## config.mk

```make
export PLATFORM = sky130hd
export DESIGN_NAME = wave_capture_flat
export DESIGN_NICKNAME = d
export VERILOG_FILES = /design/src/rtl/wave_capture_if.sv /design/src/rtl/wave_capture.sv /design/src/flat_wrapper.sv
export SDC_FILE = /design/constraint.sdc
export NUM_CORES = 1
export LEC_CHECK = 0
export ABC_AREA = 1
export CAP_MARGIN = 20
export CELL_PAD_IN_SITES_DETAIL_PLACEMENT = 1
export CELL_PAD_IN_SITES_GLOBAL_PLACEMENT = 1
export CORE_ASPECT_RATIO = 0.7
export CORE_MARGIN = 1
export CORE_UTILIZATION = 38
export DETAILED_ROUTE_END_ITERATION = 10
export GPL_TIMING_DRIVEN = 0
export HOLD_SLACK_MARGIN = 0.15
export PLACE_DENSITY_LB_ADDON = 0.2
export RECOVER_POWER = 50
export SETUP_SLACK_MARGIN = 0.4
export SYNTH_ARGS = -nofsm -noshare
export SYNTH_HDL_FRONTEND = slang
export SYNTH_SLANG_ARGS = --single-unit
```

## constraint.sdc

```tcl
create_clock -name clk -period 3 [get_ports clk]
set_clock_uncertainty 0.15 [all_clocks]
set_input_delay 0.45 -clock clk [delete_from_list [all_inputs] [get_ports clk]]
set_output_delay 0.45 -clock clk [all_outputs]
set_load 0.03 [all_outputs]
```

## src/rtl/wave_capture_if.sv

```systemverilog
// wave_capture_if: sample/control inputs and buffer write port of the
// acquisition front end. The master drives samples and controls; the slave
// (wave_capture) drives the buffer write port and status.
interface wave_capture_if #(
  parameter int AW = 10,
  parameter int DW = 9
);
  logic [DW-1:0] sample_in;
  logic          sample_valid;
  logic [7:0]    decim;
  logic [DW-1:0] trig_level;
  logic          trig_slope;
  logic          continuous;
  logic          arm;
  logic          frame_ack;
  logic [AW-1:0] wraddr;
  logic [DW-1:0] wrdata;
  logic          we;
  logic          busy;
  logic          done;
  logic          auto_trig;

  modport master (
    output sample_in, sample_valid, decim, trig_level, trig_slope,
           continuous, arm, frame_ack,
    input  wraddr, wrdata, we, busy, done, auto_trig
  );

  modport slave (
    input  sample_in, sample_valid, decim, trig_level, trig_slope,
           continuous, arm, frame_ack,
    output wraddr, wrdata, we, busy, done, auto_trig
  );
endinterface

```

## src/rtl/wave_capture.sv

```systemverilog
// wave_capture: decimates an ADC sample stream, waits for a trigger crossing
// and writes exactly one frame of 2^AW samples into the wave buffer, then
// holds the frame until the display acknowledges it.
// Optional feature: define SCOPE_AUTO_TRIG_EN to force a trigger after
// AUTO_TIMEOUT accepted samples in ARMED without a crossing.
module wave_capture #(
  parameter int AW           = 10,
  parameter int DW           = 9,
  parameter int AUTO_TIMEOUT = 4096
) (
  input  logic          clk,
  input  logic          rst,
  wave_capture_if.slave bus
);

  typedef enum logic [1:0] {S_IDLE, S_ARMED, S_CAPTURE, S_DONE} state_t;

  localparam logic [AW-1:0] LAST_ADDR = '1;

  if (AUTO_TIMEOUT < 1 || AUTO_TIMEOUT > 65535) begin : g_bad_timeout
    $error("wave_capture: AUTO_TIMEOUT must be in 1..65535");
  end

  state_t        r_state, w_next;
  logic [7:0]    r_dcnt;
  logic [DW-1:0] r_prev;
  logic          r_prev_valid;
  logic [AW-1:0] r_wraddr;
  logic [DW-1:0] r_wrdata;
  logic          r_we;

  logic w_accept, w_rise, w_fall, w_cross, w_timeout;
  logic w_trigger, w_cap_write, w_enter_armed;

  assign w_accept = bus.sample_valid && (r_dcnt == bus.decim);

  // Crossing needs a previous accepted sample from this arming, so a level
  // already past the threshold at arm time cannot fire on its own.
  assign w_rise  = r_prev_valid && (r_prev < bus.trig_level) && (bus.sample_in >= bus.trig_level);
  assign w_fall  = r_prev_valid && (r_prev > bus.trig_level) && (bus.sample_in <= bus.trig_level);
  assign w_cross = bus.trig_slope ? w_fall : w_rise;

  assign w_enter_armed = (w_next == S_ARMED) && (r_state != S_ARMED);

`ifdef SCOPE_AUTO_TRIG_EN
  localparam logic [15:0] TIMEOUT_M1 = 16'(AUTO_TIMEOUT - 1);

  logic [15:0] r_acnt;
  logic        r_auto_trig;

  assign w_timeout = w_accept && (r_acnt == TIMEOUT_M1);

  // Accepted-sample counter for the forced trigger, restarted on each arming.
  always_ff @(posedge clk or posedge rst) begin
    if (rst)                                    r_acnt <= '0;
    else if (w_enter_armed)                     r_acnt <= '0;
    else if (r_state == S_ARMED && w_accept)    r_acnt <= r_acnt + 16'd1;
  end

  // A real crossing wins over a coincident timeout, so auto_trig stays low.
  always_ff @(posedge clk or posedge rst) begin
    if (rst)            r_auto_trig <= 1'b0;
    else if (w_trigger) r_auto_trig <= !w_cross;
  end

  assign bus.auto_trig = r_auto_trig;
`else
  assign w_timeout     = 1'b0;
  assign bus.auto_trig = 1'b0;
`endif

  assign w_trigger   = (r_state == S_ARMED) && w_accept && (w_cross || w_timeout);
  // Once the write to LAST_ADDR is out, further samples are dropped.
  assign w_cap_write = (r_state == S_CAPTURE) && w_accept && (r_wraddr != LAST_ADDR);

  // State register.
  always_ff @(posedge clk or posedge rst) begin
    // NOTE: registered state uses <= so every flop sees pre-edge values.
    if (rst) r_state <= S_IDLE;
    else     r_state <= w_next;
  end

  // Next-state logic; arm in ARMED/CAPTURE and frame_ack outside DONE ignored.
  always_comb begin
    // NOTE: default assigned first so no path leaves w_next unassigned (no latch).
    w_next = r_state;
    unique case (r_state)
      S_IDLE:    if (bus.arm) w_next = S_ARMED;
      S_ARMED:   if (w_trigger) w_next = S_CAPTURE;
      S_CAPTURE: if (r_wraddr == LAST_ADDR) w_next = S_DONE;
      S_DONE: begin
        if (bus.arm)            w_next = S_ARMED;
        else if (bus.frame_ack) w_next = bus.continuous ? S_ARMED : S_IDLE;
      end
      default:   w_next = S_IDLE;
    endcase
  end

  // Decimation counter: advances on valid samples, restarts on arming.
  always_ff @(posedge clk or posedge rst) begin
    if (rst)                   r_dcnt <= '0;
    else if (w_enter_armed)    r_dcnt <= '0;
    else if (bus.sample_valid) r_dcnt <= (r_dcnt == bus.decim) ? 8'd0 : r_dcnt + 8'd1;
  end

  // Previous accepted sample for crossing detection.
  always_ff @(posedge clk or posedge rst) begin
    if (rst) begin
      r_prev       <= '0;
      r_prev_valid <= 1'b0;
    end else if (w_enter_armed) begin
      r_prev_valid <= 1'b0;
    end else if (w_accept) begin
      r_prev       <= bus.sample_in;
      r_prev_valid <= 1'b1;
    end
  end

  // Registered buffer write port: one we pulse per trigger/captured sample.
  always_ff @(posedge clk or posedge rst) begin
    if (rst) begin
      r_we     <= 1'b0;
      r_wraddr <= '0;
      r_wrdata <= '0;
    end else begin
      r_we <= w_trigger || w_cap_write;
      if (w_trigger) begin
        r_wraddr <= '0;
        r_wrdata <= bus.sample_in;
      end else if (w_cap_write) begin
        r_wraddr <= r_wraddr + 1'b1;
        r_wrdata <= bus.sample_in;
      end
    end
  end

  assign bus.wraddr = r_wraddr;
  assign bus.wrdata = r_wrdata;
  assign bus.we     = r_we;
  assign bus.busy   = (r_state == S_ARMED) || (r_state == S_CAPTURE);
  assign bus.done   = (r_state == S_DONE);

endmodule

```

## src/flat_wrapper.sv

```systemverilog
// flat-port wrapper written by rule: the top's interface ports become plain ports
module wave_capture_flat 
#(
  parameter int AW           = 10,
  parameter int DW           = 9,
  parameter int AUTO_TIMEOUT = 4096
)
  (clk, rst, bus_sample_in, bus_sample_valid, bus_decim, bus_trig_level, bus_trig_slope, bus_continuous, bus_arm, bus_frame_ack, bus_wraddr, bus_wrdata, bus_we, bus_busy, bus_done, bus_auto_trig);
  wave_capture_if #(.AW(AW), .DW(DW)) bus_i ();
  input  logic clk;
  input  logic rst;
  input wire logic [$bits(bus_i.sample_in)-1:0] bus_sample_in;
  input wire logic [$bits(bus_i.sample_valid)-1:0] bus_sample_valid;
  input wire logic [$bits(bus_i.decim)-1:0] bus_decim;
  input wire logic [$bits(bus_i.trig_level)-1:0] bus_trig_level;
  input wire logic [$bits(bus_i.trig_slope)-1:0] bus_trig_slope;
  input wire logic [$bits(bus_i.continuous)-1:0] bus_continuous;
  input wire logic [$bits(bus_i.arm)-1:0] bus_arm;
  input wire logic [$bits(bus_i.frame_ack)-1:0] bus_frame_ack;
  output wire logic [$bits(bus_i.wraddr)-1:0] bus_wraddr;
  output wire logic [$bits(bus_i.wrdata)-1:0] bus_wrdata;
  output wire logic [$bits(bus_i.we)-1:0] bus_we;
  output wire logic [$bits(bus_i.busy)-1:0] bus_busy;
  output wire logic [$bits(bus_i.done)-1:0] bus_done;
  output wire logic [$bits(bus_i.auto_trig)-1:0] bus_auto_trig;
  assign bus_i.sample_in = bus_sample_in;
  assign bus_i.sample_valid = bus_sample_valid;
  assign bus_i.decim = bus_decim;
  assign bus_i.trig_level = bus_trig_level;
  assign bus_i.trig_slope = bus_trig_slope;
  assign bus_i.continuous = bus_continuous;
  assign bus_i.arm = bus_arm;
  assign bus_i.frame_ack = bus_frame_ack;
  assign bus_wraddr = bus_i.wraddr;
  assign bus_wrdata = bus_i.wrdata;
  assign bus_we = bus_i.we;
  assign bus_busy = bus_i.busy;
  assign bus_done = bus_i.done;
  assign bus_auto_trig = bus_i.auto_trig;
  wave_capture #(.AW(AW), .DW(DW), .AUTO_TIMEOUT(AUTO_TIMEOUT)) u_core (.clk(clk), .rst(rst), .bus(bus_i));
endmodule
```

-- Yosys cells after proc, flatten, opt, wreduce, memory -nomap -nowiden
Index checks and enable logic that the tools add are counted.
- equal/unequal tests: 8
- mux-type cells: 17
- magnitude comparators: 4
- $add $sub $neg: 2
- reduce and logical (&&, ||, !) cells: 17
- bitwise operators: 1
- operators by type and width (operator ; count):
    two-way mux 8 bit ; 3
    two-way mux 10 bit ; 2
    two-way mux 9 bit ; 2
    adder 10 x 1 -> 10 bit (second input constant) ; 1
    == test 10 bit (second input constant) ; 1
    logical AND 1 bit ; 10
    two-way mux 2 bit ; 5
    != test 10 bit (second input constant) ; 1
    greater-or-equal comparator 9 bit ; 1
    greater-than comparator 9 bit ; 1
    <= comparator 9 bit ; 1
    less-than comparator 9 bit ; 1
    adder 8 x 1 -> 8 bit (second input constant) ; 1
    == test 8 bit ; 1
    case mux 2 bit (4 select lines) ; 1
    nonzero test 2 bit ; 3
    == test 2 x 1 -> 1 bit (second input constant) ; 2
    == test 2 bit (second input constant) ; 2
    two-way mux 1 bit ; 4
    zero test 2 bit ; 1
    logical OR 1 bit ; 2
    != test 2 x 1 -> 1 bit (second input constant) ; 1
    AND reduction 2 bit ; 1
    NOT 1 bit ; 1
- input port bits: 33
- register bits after elaboration: 40
- word-level logic and storage cells: 56
- output and inout port bits: 23

-- Logic depth before layout (Yosys ltp)
Gate-level depths: netlist (run 1).
- depth in word-level cells: 11
- depth in mapped cells: 18
- mapped depth without buffers: 18

-- Least setup slack after synthesis (run 1)
No wires, ideal clock.
- path kind: input -> register
- from: in bus_trig_level[8]
- to: reg u_core.r_wrdata[1] (netlist: u_core.bus.wrdata[1])
- cell stages on the path: 14
- setup time: 0.125 ns
- data arrival time: 2.065 ns
- buffers on the path: 1
- required time: 2.725 ns
- slack: 0.660 ns
- cell sequence: inv_1 ha_1 nand2_2 nor2_4 inv_1 a21oi_1 nor2_1 nor2_1 nand2_1 nand2_1 nand3_4 nand2_4 buf_6 mux2_2
- word-level cells in the longest chain between the ends: 6
- elaborated cells on any way between the ends: 12
- classes of those cells: order compare (4); mux (2); reduce/logical (6)
- ends and longest elaborated chain (what ; RTL line ; RTL):
    from (decl) ; flat_wrapper.sv:15 ; input wire logic [$bits(bus_i.trig_level)-1:0] bus_trig_level;
    less-than comparator 9 bit or greater-than comparator 9 bit (tied branches) ; wave_capture.sv:39, wave_capture.sv:40 ;
    logical AND 1 bit (on tied branches) (2 in a row) ; wave_capture.sv:39, wave_capture.sv:40 ;
    two-way mux 1 bit (*) ; wave_capture.sv:41 ; assign w_cross = bus.trig_slope ? w_fall : w_rise;
    logical AND 1 bit (*) ; wave_capture.sv:72 ; assign w_trigger = (r_state == S_ARMED) && w_accept && (w_cross || w_timeout);
    two-way mux 9 bit or nonzero test 2 bit (tied branches) ; n/a ;
    to (signal assigned) ; wave_capture.sv:129 ; r_wrdata <= bus.sample_in;
    to (signal assigned) ; wave_capture.sv:132 ; r_wrdata <= bus.sample_in;
    to (decl) ; wave_capture.sv:29 ; logic [DW-1:0] r_wrdata;
Every way passes the cells marked *; elsewhere a longest branch is shown, timed or not.
A chain may end at the register's enable or synchronous reset.

-- Worst setup path after layout (run 1)
- from: reg u_core.r_prev[6]
- to: reg u_core.r_wrdata[6] (netlist: u_core.bus.wrdata[6])
- word-level cells in the longest chain between the ends: 6
- elaborated cells on any way between the ends: 10
- classes of those cells: order compare (2); mux (2); reduce/logical (6)
- ends and longest elaborated chain (what ; RTL line ; RTL):
    from (decl) ; wave_capture.sv:26 ; logic [DW-1:0] r_prev;
    from (signal assigned) ; wave_capture.sv:114 ; r_prev <= bus.sample_in;
    less-than comparator 9 bit or greater-than comparator 9 bit (tied branches) ; wave_capture.sv:39, wave_capture.sv:40 ;
    logical AND 1 bit (on tied branches) (2 in a row) ; wave_capture.sv:39, wave_capture.sv:40 ;
    two-way mux 1 bit (*) ; wave_capture.sv:41 ;
    logical AND 1 bit (*) ; wave_capture.sv:72 ;
    two-way mux 9 bit or nonzero test 2 bit (tied branches) ; n/a ;
Marks and branches as above.

==> results of run 1 <==
[worst register-to-register path: stages (launching register included)]
cell      delay (ns)
dfrtp_1         0.42
ha_4            0.29
nand2_2         0.06
nor2_4          0.15
nand3b_1        0.16
nand2_1         0.10
nor2_1          0.04
nor2_1          0.12
nand2_1         0.08
nand2_2         0.14
nand3_4         0.14
nand2_8         0.12
buf_8           0.14
mux2_2          0.33
[synth_stat cells, types with 2 or more instances]
cell type  count  share of area
nand2_1       82           0.11
inv_1         53          0.074
dfrtp_1       40           0.37
nor2_1        25          0.035
ha_1          24           0.11
nand3_1       18          0.033
xor2_1         9          0.029
mux2_2         8          0.033
a21oi_1        6          0.011
nand4_1        6          0.014
nand2_2        5          0.012
o21ai_0        5         0.0093
nor3_1         4         0.0074
inv_2          3         0.0042
nand3_2        3          0.011
nor2_4         3          0.013
a21oi_2        2         0.0065
buf_4          2         0.0056
buf_6          2         0.0084
nand2_4        2         0.0084
nand3_4        2          0.013
nand3b_1       2         0.0056
nor2_2         2         0.0046
o21a_1         2         0.0056
[sequential cells by signal (all words and copies together) (netlist names)]
| register | cells |
|---|---|
| u_core.bus.we | 1 |
| u_core.bus.wraddr | 10 |
| u_core.bus.wrdata | 9 |
| u_core.r_dcnt | 8 |
| u_core.r_prev | 9 |
| u_core.r_prev_valid | 1 |
| u_core.r_state | 2 |
[cell families (layout without fill, tap and decap cells)]
group           Yosys count  in the layout
xor+xnor                 10             10
other cells               1              1
simple gates            161            161
fa+ha+maj                24             24
flops                    40             40
buf+inv                  60            143
compound gates           24             24
mux                       8              8
[report_power, final]
group	switching, uW	total [uW]	leakage, uW	internal, uW
registers	79.3	687	0.000514	607
logic	603	1110	0.00138	503
clock network	186	374	0.0000455	188
[placed cells by master (no fill, tap or decap), types with 2 or more instances in the layout]
cell / Yosys / routed
a21oi_1: 6 / 5
a21oi_2: 2 / 2
a21oi_4: 1 / 2
buf_4: 2 / 22
buf_8: 0 / 2
clkbuf_1: 0 / 2
clkbuf_2: 0 / 2
clkbuf_8: 0 / 6
clkdlybuf4s15_1: 0 / 3
clkdlybuf4s50_1: 0 / 25
dfrtp_1: 40 / 40
dlygate4sd2_1: 0 / 11
dlygate4sd3_1: 0 / 12
ha_1: 24 / 10
ha_4: 0 / 14
inv_1: 53 / 43
inv_2: 3 / 12
mux2_2: 8 / 6
mux2_4: 0 / 2
nand2_1: 82 / 70
nand2_2: 5 / 12
nand2_4: 2 / 5
nand2_8: 0 / 2
nand3_1: 18 / 14
nand3_2: 3 / 6
nand3_4: 2 / 3
nand3b_1: 2 / 2
nand4_1: 6 / 6
nor2_1: 25 / 22
nor2_2: 2 / 3
nor2_4: 3 / 5
nor3_1: 4 / 4
o21a_1: 2 / 2
o21ai_0: 5 / 5
xor2_1: 9 / 9
[layout make-up]
class                   count  area (sq um)  share of cell area
multi-input cells         228          1770               0.450
well taps                  94           118              0.0299
inverters                  56           214              0.0544
repair buffers             75           697               0.177
plain buffers               4          45.0              0.0115
clock buffers               8          90.1              0.0229
flip-flops and latches     40          1000               0.255
[timing repair]
item / 4_1_cts / 5_1_grt
gates resized for setup: 63 / 23
gates cloned: 1 / 0
setup buffers: 12 / 8
hold buffers: 0 / 0
pin swaps: 42 / 10
endpoints found under the setup margin: 28 / 22
[metal layers]
metal | vias up | wire [um]
met5 | - | 0
met4 | 0 | 129
met3 | 15 | 286
met2 | 59 | 3790
met1 | 1184 | 3580
li1 | 1209 | -
[path summary, 6_finish.rpt]
kind	startpoint	slack (ns)	endpoint
min	bus_sample_in[6]	0.30	u_core.r_prev[6]$_DFFE_PP0P_
min in group asynchronous	rst	0.92	u_core.bus.wrdata[7]$_DFFE_PP0P_
min reg2reg	u_core.bus.wrdata[3]$_DFFE_PP0P_	0.36	u_core.bus.wrdata[3]$_DFFE_PP0P_
max	u_core.r_prev[6]$_DFFE_PP0P_	0.45	u_core.bus.wrdata[6]$_DFFE_PP0P_
max reg2reg	u_core.r_prev[6]$_DFFE_PP0P_	0.45	u_core.bus.wrdata[6]$_DFFE_PP0P_
max in group asynchronous	rst	0.87	u_core.bus.wrdata[2]$_DFFE_PP0P_
[metrics by stage]
step / worst slack, ns / total power, uW
after CTS: 0.540 / 2110
after floorplan: 0.660 / 1230
after global routing: 0.349 / 2310
final: 0.449 / 2170
after global placement: -0.0847 / 1450
after detailed placement: -0.142 / 1480
==> results.py, run 1 <==
metrics = {
    "setup_path": {
        "end_kind": "register",
        "crit_buf_inv": 1,
        "ff2ff_path_depth": 13,
        "cp_max_fo": 7,
        "slowest_delay_ns": 0.42,
        "cp_slowest_cell": "dfrtp_1",
        "startpoint_type": "register",
        "cp.depth": 13,
        "arrival_ns": 2.59,
        "path_delay_family": "simple AND/OR/NAND/NOR gates",
        "path_cells": "ha_4 > nand2_2 > nor2_4 > nand3b_1 > nand2_1 > nor2_1 > nor2_1 > nand2_1 > nand2_2 > nand3_4 > nand2_8 > buf_8 > mux2_2",
        "path_class": "reg2reg",
        "required_ns": 3.04,
    },
    "global_routing": {
        "grt_max_degree": 41,
        "antenna_found_initial": 0,
        "busiest_layer": "met2",
        "grt_pass1_vias": 2649,
        "grt-ovfl-total": 0,
        "met3_usage": 0.0414,
        "grt_use_met2": 0.413,
        "grtUsageMet1": 0.282,
        "grtUsageTotal": 0.228,
        "grt_pass1_wl_um": 12900,
    },
    "synth": {
        "synth_compound_area_frac": 0.0632,
        "yosys_most_used_dff": "dfrtp_1",
        "syn_inst": 328,
        "synthAdderAreaFrac": 0.112,
        "synth_top_family_by_area": "simple AND/OR/NAND/NOR gates",
        "syn_nets": 385,
        "synth-seq-area-share": 0.372,
        "synth_xor_area_frac": 0.0325,
        "async_flop_share": 1.00,
        "synth_edf_count": 0,
        "syn_area_sq_mm": 0.00269,
        "synthMuxAreaShare": 0.0335,
        "avgSynthCellArea_sq_um": 8.21,
        "yosys_warnings": 0,
        "synth_cell_type_count": 42,
        "synthSimpleGateAreaFrac": 0.294,
        "ys_seq_elements": 40,
    },
    "layout": {
        "fin_nets": 467,
        "finalInstanceArea_sq_mm": 0.00393,
        "n_antenna_cell": 0,
        "drive_above_1_share": 0.277,
        "syn2layout_area_growth_pct": 46.1,
        "fill_cells": 813,
        "fin_cells": 505,
        "fin_util": 0.579,
    },
    "status": {
        "violations": "capacitance limit, slew limit",
        "status": "finished, violations left",
    },
    "floorplan": {
        "die_area_sq_mm": 0.00743,
        "fp.dieH_um": 72.4,
        "ios": 56,
        "initial_core_util": 0.396,
        "num_rows": 25,
        "dieWidth_um": 103,
        "core_area_sq_mm": 0.00679,
    },
    "sta": {
        "whs_ns": 0.296,
        "grt_setup_unrepaired": "yes",
        "tns_ns": 0,
        "hold_viol": 0,
        "slew_headroom": -0.0440,
        "setup_viol": 0,
        "final_max_slew_viol_count": 41,
        "tightest_slew_ns": 1.56,
        "min_period_ns": 2.55,
        "fmax_mhz": 392,
        "post-route-period-util": 0.850,
    },
    "cts": {
        "clkTransAtPathRegs_ns": 0.08,
        "root_buffer": "clkbuf_8",
        "clock_latency_ns": 0.30,
        "cts_tree": "yes",
        "cts-buffers-inserted": 5,
        "cts_htree_levels": 2,
        "clock-sinks": 40,
        "cts_buffer_depth": 2,
    },
    "placement": {
        "place_area_sq_mm": 0.00335,
        "dp.cells": 476,
        "dp_hpwl_um": 5290,
        "gp_congestion": 0.756,
        "io_buffers": 54,
    },
    "route": {
        "via_per_inst": 4.89,
        "drc": 0,
        "dr.pass1.iters": 4,
        "ant_nets": 0,
        "wl_per_cell_um": 15.4,
        "vias": 2467,
        "wirelength_um": 7790,
        "first_iter_violations": 71,
    },
    "min_path": {
        "hold_class": "in2reg",
        "holdPathStages": 3,
    },
    "job": {
        "cap_violations": 1,
    },
    "power": {
        "peakVddDrop_uv": 256,
        "power_density_mw_per_mm2": 551,
        "leakage_uw": 0.00194,
    },
}
No activity file was read; power rests on OpenSTA's default activity.
==> run 2: changes to the inputs <==
- GPL_TIMING_DRIVEN: 0 -> not set
==> results.py, run 2 (same netlist as run 1, synthesis figures left out) <==
metrics = {
    "global_routing": {
        "grtUsageTotal": 0.214,
        "grt_pass1_wl_um": 12000,
        "grt_max_degree": 41,
        "grt_pass1_vias": 2495,
        "antenna_found_initial": 0,
        "grt-ovfl-total": 0,
    },
    "floorplan": {
        "num_rows": 25,
        "dieWidth_um": 103,
        "initial_core_util": 0.396,
        "ios": 56,
        "die_area_sq_mm": 0.00743,
        "fp.dieH_um": 72.4,
        "core_area_sq_mm": 0.00679,
    },
    "cts": {
        "hold_buffers": 0,
        "cts_htree_levels": 2,
        "clkTransAtPathRegs_ns": 0.08,
        "clock-sinks": 40,
        "clock_latency_ns": 0.30,
        "root_buffer": "clkbuf_8",
        "cts_tree": "yes",
        "cts_buffer_depth": 2,
        "cts-buffers-inserted": 5,
    },
    "sta": {
        "setup_viol": 0,
        "hold_viol": 0,
        "grt_setup_unrepaired": "no",
        "slew_headroom": 0.298,
        "final_max_slew_viol_count": 0,
        "post-route-period-util": 0.807,
        "fmax_mhz": 413,
        "min_period_ns": 2.42,
        "tightest_slew_ns": 1.05,
    },
    "setup_path": {
        "cp_slowest_cell": "clkdlybuf4s50_1",
        "cp_max_fo": 5,
        "path_class": "reg2out",
        "path_cells": "inv_1 > ha_1 > clkdlybuf4s50_1",
        "arrival_ns": 1.82,
        "required_ns": 2.40,
        "end_kind": "output pin",
        "slowest_delay_ns": 0.66,
        "startpoint_type": "register",
    },
    "power": {
        "peakVddDrop_uv": 276,
        "leakage_uw": 0.00197,
        "power_density_mw_per_mm2": 539,
    },
    "layout": {
        "syn2layout_area_growth_pct": 41.9,
        "final-seq-area_sq_mm": 0.00100,
        "drive_above_1_share": 0.230,
        "final_cell_mix": "73 x nand2_1, 45 x inv_1, 40 x dfrtp_1",
        "fin_cells": 498,
        "finalInstanceArea_sq_mm": 0.00382,
        "largest_reg_flops": 10,
        "multi_input_area_sq_mm": 0.00171,
        "fill_cells": 827,
        "fin_nets": 460,
        "n_antenna_cell": 0,
        "layout_commonest_cell": "nand2_1",
        "fin_util": 0.563,
    },
    "route": {
        "first_iter_violations": 63,
        "drc": 0,
        "wl_per_cell_um": 14.9,
        "ant_nets": 0,
        "vias": 2440,
        "dr.pass1.iters": 4,
        "via_per_inst": 4.90,
        "wirelength_um": 7400,
    },
    "placement": {
        "dp.cells": 485,
        "place_area_sq_mm": 0.00341,
        "gp_congestion": 0.784,
        "dp_hpwl_um": 5550,
        "io_buffers": 54,
    },
    "min_path": {
        "hold_class": "reg2reg",
    },
    "status": {
        "status": "completed",
    },
    "job": {
        "cap_violations": 0,
    },
}
run 2: changes by cell type in the layout (fill, tap and decap cells not counted), moves of 2 or more:
cell             before  now
nand3_2               6    2
mux2_2                6    8
nand3_1              14   18
dlymetal6s2s_1        1   13
ha_1                 10   12
clkdlybuf4s15_1       3    0
inv_1                43   45
buf_8                 2    0
mux2_4                2    0
ha_4                 14   12
buf_4                22   16
nand2_1              70   73
dlygate4sd2_1        11    3
run 2: critical path: cells and delay by family (launching register included):
kind / cells / cell delay (ns)
fa+ha+maj: 1 / 0.30
buf+inv: 2 / 0.79
flops: 1 / 0.43
run 2: final timing paths:
| check | startpoint | end | slack (ns) | depth (start not counted) |
|---|---|---|---|---|
| worst min-delay path | u_core.r_prev[0]$_DFFE_PP0P_ | u_core.r_prev[0]$_DFFE_PP0P_ | 0.34 | 2 |
| worst max register to register | u_core.r_prev[8]$_DFFE_PP0P_ | u_core.bus.wraddr[4]$_DFFE_PP0P_ | 0.62 | 14 |
| worst min register to register | u_core.r_prev[0]$_DFFE_PP0P_ | u_core.r_prev[0]$_DFFE_PP0P_ | 0.34 | 2 |
| min in group asynchronous | rst | u_core.bus.wrdata[8]$_DFFE_PP0P_ | 0.76 | 3 |
| max in group asynchronous | rst | u_core.bus.wrdata[0]$_DFFE_PP0P_ | 1.29 | 3 |
| worst max-delay path | u_core.r_state[0]$_DFF_PP0_ | bus_busy | 0.58 | 3 |
run 2: cell type report:
class / count / area share
Multi-Input combinational cell: 229 / 0.447
Sequential cell: 40 / 0.262
Timing Repair Buffer: 71 / 0.182
Inverter: 56 / 0.0550
Tap cell: 94 / 0.0308
Clock buffer: 8 / 0.0236
run 2: through the flow:
stage	TNS, ns	hold slack, ns	power, uW	setup slack (ns)
after global placement	0	0.310	1460	0.0138
after floorplan	0	0.292	1230	0.660
after CTS	0	0.340	2030	0.402
after global routing	0	0.373	2190	0.440
final	0	0.337	2060	0.578
after detailed placement	-1.63	0.324	1500	-0.121
run 2: power breakdown:
| group | internal (uW) | total (uW) | switching [uW] | leakage [uW] |
|---|---|---|---|---|
| Combinational | 415 | 986 | 571 | 0.00142 |
| Sequential | 607 | 688 | 80.7 | 0.000514 |
| Clock | 188 | 387 | 199 | 0.0000455 |
run 2: timing repair:
item / in CTS / in global routing
pin swaps: 18 / 8
setup endpoints to repair: 26 / 35
setup buffers: 4 / 0
gates cloned: 1 / 0
gates resized for setup: 34 / 26
run 2: metal layers:
layer / track usage / wire length [um]
met5: 0 / 0
met4: 0.0571 / 70
met3: 0.0405 / 259
met2: 0.376 / 3590
met1: 0.269 / 3480
